**src/rtl/wb2apb_master.sv**
```systemverilog
`default_nettype none
// ---------------------------------------------------------------------------
// wb2apb_master : pipelined Wishbone slave to APB master, one transfer in flight
// Revision 1.0
// ---------------------------------------------------------------------------
module wb2apb_master #(
  parameter int AW = 8,
  parameter int DW = 32
) (
  input  logic                        i_clk,
  input  logic                        i_reset,
  input  logic                        i_wb_cyc,
  input  logic                        i_wb_stb,
  input  logic                        i_wb_we,
  input  logic [AW-1:0]               i_wb_addr,
  input  logic [DW-1:0]               i_wb_data,
  input  logic [DW/8-1:0]             i_wb_sel,
  output logic                        o_wb_stall,
  output logic                        o_wb_ack,
  output logic [DW-1:0]               o_wb_data,
  output logic                        o_wb_err,
  output logic                        o_psel,
  output logic                        o_penable,
  output logic                        o_pwrite,
  output logic [AW+$clog2(DW/8)-1:0]  o_paddr,
  output logic [DW-1:0]               o_pwdata,
  output logic [DW/8-1:0]             o_pstrb,
  input  logic                        i_pready,
  input  logic [DW-1:0]               i_prdata,
  input  logic                        i_pslverr
);

  localparam int SW  = DW / 8;
  localparam int BW  = $clog2(SW);
  localparam int PAW = AW + BW;

  typedef enum logic [1:0] {
    S_IDLE   = 2'd0,
    S_SETUP  = 2'd1,
    S_ACCESS = 2'd2
  } state_t;

  state_t           state_q, state_d;
  logic             psel_q, psel_d;
  logic             penable_q, penable_d;
  logic             stall_q, stall_d;
  logic             ack_q, ack_d;
  logic             err_q, err_d;
  logic             pwrite_q, pwrite_d;
  logic [PAW-1:0]   paddr_q, paddr_d;
  logic [DW-1:0]    pwdata_q, pwdata_d;
  logic [SW-1:0]    pstrb_q, pstrb_d;
  logic [DW-1:0]    rdata_q, rdata_d;
  logic             live_q, live_d;

  logic             w_accept;
  logic             w_live;

  assign w_accept = i_wb_cyc && i_wb_stb && !stall_q;
  // A dropped cycle cancels the response even if it drops in the completion cycle.
  assign w_live   = live_q && i_wb_cyc;

  always_comb begin
    state_d   = state_q;
    psel_d    = psel_q;
    penable_d = penable_q;
    stall_d   = stall_q;
    ack_d     = 1'b0;
    err_d     = 1'b0;
    pwrite_d  = pwrite_q;
    paddr_d   = paddr_q;
    pwdata_d  = pwdata_q;
    pstrb_d   = pstrb_q;
    rdata_d   = rdata_q;
    live_d    = w_live;

    case (state_q)
      S_IDLE: begin
        if (w_accept) begin
          pwrite_d  = i_wb_we;
          paddr_d   = PAW'(i_wb_addr) << BW;
          pwdata_d  = i_wb_data;
          pstrb_d   = i_wb_we ? i_wb_sel : '0;
          psel_d    = 1'b1;
          penable_d = 1'b0;
          stall_d   = 1'b1;
          live_d    = 1'b1;
          state_d   = S_SETUP;
        end
      end
      S_SETUP: begin
        penable_d = 1'b1;
        state_d   = S_ACCESS;
      end
      S_ACCESS: begin
        if (i_pready) begin
          psel_d    = 1'b0;
          penable_d = 1'b0;
          stall_d   = 1'b0;
          ack_d     = w_live && !i_pslverr;
          err_d     = w_live && i_pslverr;
          if (!pwrite_q) begin
            rdata_d = i_prdata;
          end
          state_d   = S_IDLE;
        end
      end
      default: begin
        state_d   = S_IDLE;
        psel_d    = 1'b0;
        penable_d = 1'b0;
        stall_d   = 1'b0;
      end
    endcase
  end

  always_ff @(posedge i_clk) begin
    if (i_reset) begin
      state_q   <= S_IDLE;
      psel_q    <= 1'b0;
      penable_q <= 1'b0;
      stall_q   <= 1'b0;
      ack_q     <= 1'b0;
      err_q     <= 1'b0;
      pwrite_q  <= 1'b0;
      paddr_q   <= '0;
      pwdata_q  <= '0;
      pstrb_q   <= '0;
      rdata_q   <= '0;
      live_q    <= 1'b0;
    end else begin
      state_q   <= state_d;
      psel_q    <= psel_d;
      penable_q <= penable_d;
      stall_q   <= stall_d;
      ack_q     <= ack_d;
      err_q     <= err_d;
      pwrite_q  <= pwrite_d;
      paddr_q   <= paddr_d;
      pwdata_q  <= pwdata_d;
      pstrb_q   <= pstrb_d;
      rdata_q   <= rdata_d;
      live_q    <= live_d;
    end
  end

  assign o_psel     = psel_q;
  assign o_penable  = penable_q;
  assign o_wb_stall = stall_q;
  assign o_wb_ack   = ack_q;
  assign o_wb_err   = err_q;
  assign o_pwrite   = pwrite_q;
  assign o_paddr    = paddr_q;
  assign o_pwdata   = pwdata_q;
  assign o_pstrb    = pstrb_q;
  assign o_wb_data  = rdata_q;

endmodule
`default_nettype wire

```
**config.mk**
```make
export PLATFORM = sky130hd
export DESIGN_NAME = wb2apb_master
export DESIGN_NICKNAME = d
export VERILOG_FILES = /design/src/rtl/wb2apb_master.sv
export SDC_FILE = /design/constraint.sdc
export NUM_CORES = 1
export LEC_CHECK = 0
export ABC_AREA = 1
export BUFFER_PORTS_ARGS = -buffer_cell sky130_fd_sc_hd__buf_2
export CORE_MARGIN = 8
export CORE_UTILIZATION = 45
export DETAILED_ROUTE_END_ITERATION = 8
export GPL_ROUTABILITY_DRIVEN = 0
export PLACE_DENSITY = 0.8
export SKIP_CTS_REPAIR_TIMING = 1
export SLEW_MARGIN = 15
export SYNTH_ARGS = -nofsm -noshare
export SYNTH_HDL_FRONTEND = slang
export SYNTH_SLANG_ARGS = --single-unit
```
**constraint.sdc**
```tcl
create_clock -name i_clk -period 1.6 [get_ports i_clk]
set_input_delay 0.48 -clock i_clk [delete_from_list [all_inputs] [get_ports i_clk]]
set_output_delay 0.48 -clock i_clk [all_outputs]
set_load 0.01 [all_outputs]
```
==> summary.md <==
| Metric | Value |
|---|---|
| First-pass iteration count of the detailed router | 4 |
| Post-route cell area | 4320 µm² |
| Max Freq | 675 MHz |
| CP max stage cell | dfxtp_1 |
| Cell area after synthesis | between 3000 and 4000 µm² |
| Reg2Reg Depth | 5 |
| Status | complete, no violations |
| Antenna violations before repair | 0 |
| Vias | ~3200 |
| CTS root buffer | clkbuf_8 |
| Worst R2R Setup Slack | 0.24 ns |
| Hold Path Stages | 2 |
| Die span in y | 101 µm |
| DRC | 0 |
| CP endpoint kind | primary output |
| Starting Density | 45.6% |
| Final Non-Filler Cells | between 600 and 700 |
| Final setup violation count | 0 |
| Via density | between 4 and 5 |
| PortBufs | ~160 |
| Power Density | 1050 nW/µm² |
| Hold Vio Cnt, Final | 0 |
| Period utilization | 92.6% |
| Hold Path Origin | i_pslverr |
| Share of cells above drive strength 1 | between 30% and 40% |
| WS Path Type | register to primary output |
| Largest stage delay, worst path | around 0.47 ns |
| Hold Slack | around 0.31 ns |
| Peak VDD IR | 0.827 mV |
| Post-DRT Antenna Nets | 0 |
| Core ar. | 7100 µm² |
| Tmin final | around 1.5 ns |
| Synth unique cells | 20 |
| GR Layer Usage met1 | 19.2% |
| Max cap viols | 0 |
| CP Data Arrival Time | 1.00 ns |
| Area of the die | ~10000 µm² |
| Critical path fanouts, max | 4 |
| Row count | 31 |
| Placed cell areas | 4100 µm² |
| Setup TNS | 0 ns |
| WL/cell | 13.4 µm |
| Max-Slew Margin vs Limit | 65.7% |
| Gr usage total | between 10% and 20% |
| Final net count | 658 |
| Largest net degree at the start of global routing | 39 |
| Reg2reg end | o_pwrite |
| CTS Buf Count | 9 |
| CTS tree | yes |
| Ys Warns | 0 |
| Req. time, crit path | between 1 and 1.5 ns |
| RSZ-0062 raised after global routing | no |
| GR Layer Usage met3 | 7.67% |
| Slew Limit Fails | 0 |
| Dpl cells | 663 |
| Met2 Use GR | 28.8% |
| Layout fillers | 662 |
| Area occupied by multi-input gates | 1350 µm² |
| Worst path bufs/invs | 1 |
| Reg2reg start | state_q[1] |
| First-pass GRT wire length | 14.4 mm |
| GR peak layer | met2 |
| P&R area growth vs syn | 33.5% |
| Worst-Margin Slew | 0.514 ns |
| Cells after Synth | ~420 |
| FF+latch area | 1660 µm² |
| Seq cells post-synth | 83 |
| Hold Crit Class | input pin to register |
| Final wirelength | 9.12 mm |
| DRT iter0 DRCs | 80 |
| Startpoint Class | register |
| Static leakage | 2.18 nW |
| GRT overflow | 0 |
| Reg clk slew, reported paths | approximately 0.08 ns |
| Max clock buf depth | 2 |
| HPWL after detailed placement | 6.89 mm |
| H-tree depth | 3 |
| Antenna diodes | 0 |
| Clock sinks | 83 |
| Skew-Pair Late Insertion Delay | 0.34 ns |
| Io pins | roughly 170 |
| Delay-heaviest family, CP | flip-flops |
| Die width | 101 µm |
| Hold EP | o_wb_ack |
| Seq/Total Area, Yosys | 51.3% |
| Vias in the first global route | 3244 |
| Crit-path cells | buf_2 |
| Clock Skews | around 0.010 ns |
| Syn Area/Cell | 7.75 µm² |
[Yosys cell counts]
master    number  share of area (%)
clkbuf_1       6               0.70
nand2_2        1               0.19
nand3b_1      40                9.3
inv_2          3               0.35
buf_4         10                2.3
clkinv_2       1               0.15
buf_2          6               0.93
inv_1          6               0.70
nand3_1        6               0.93
dfxtp_1       83                 51
nor2_1       153                 18
nor2_2         1               0.19
conb_1         1               0.12
nand2_1       52                6.0
o21ai_0       33                5.1
buf_1          3               0.35
nor2_8         1               0.62
a21oi_1        6               0.93
nand2_4        1               0.35
buf_6          5                1.7
[logic make-up (layout without fill, tap and decap cells)]
family / after synthesis / count (layout) / share of synthesized area, %
AO/OA/AOI/OAI: 39 / 39 / 6.03
buffers and inverters: 40 / 201 / 7.23
flip-flops: 83 / 83 / 51.3
other: 1 / 2 / 0.116
AND/OR/NAND/NOR: 255 / 255 / 35.3
[power breakdown]
part | internal (mW) | leakage, nW | switching, mW
clock | 0.883 | 0.106 | 0.739
sequential | 2.18 | 0.678 | 0.0634
combinational | 0.299 | 1.39 | 0.380
total | 3.36 | 2.18 | 1.18
[flip-flops by register name (all words and copies together) (netlist names)]
signal      cells
o_pwdata       32
o_paddr         8
o_wb_data      32
state_q         2
o_pwrite        1
o_pstrb         4
o_wb_ack        1
live_q          1
o_wb_err        1
o_wb_stall      1
[cell usage in the layout (no fill, tap or decap), types with 3 or more instances in the layout]
master / instances
buf_2: 164
nor2_1: 153
dfxtp_1: 83
nand2_1: 52
nand3b_1: 40
o21ai_0: 33
clkbuf_8: 9
buf_4: 9
inv_1: 6
nand3_1: 6
a21oi_1: 6
inv_2: 3
[area by class of cell]
cell class | count | share of cell area [%]
Multi-Input combinational cell | 296 | 31.3
Tap cell | 99 | 2.87
Inverter | 10 | 0.898
Clock inverter | 6 | 2.08
Sequential cell | 83 | 38.4
Timing Repair Buffer | 175 | 21.5
Clock buffer | 10 | 2.95
[layer usage]
metal  vias up  wire, µm
li1       1617         -
met1      1432      3720
met2       136      4260
met3         8      1060
met4         0        81
met5         -         0
[per-stage QoR]
stage	power [mW]	utilization (%)	setup slack (ns)
after floorplan	2.70	-	0.388
after global placement	2.96	57.8	0.149
after detailed placement	2.98	57.8	0.0803
after CTS	4.60	60.9	0.0850
after global routing	4.78	60.9	0.0552
final	4.55	60.9	0.118
[worst max path at each step]
| stage | startpoint | to | cells past startpoint |
|---|---|---|---|
| floorplan | i_reset | o_paddr[2] | 5 |
| global placement | i_wb_cyc | o_pwrite | 6 |
| detailed placement | i_pready | o_wb_data[28] | 7 |
| CTS | o_wb_stall | o_psel | 1 |
| global route | o_wb_stall | o_psel | 1 |
| finish | o_wb_stall | o_psel | 1 |
Note: power is estimated with default switching activity, not from simulation.
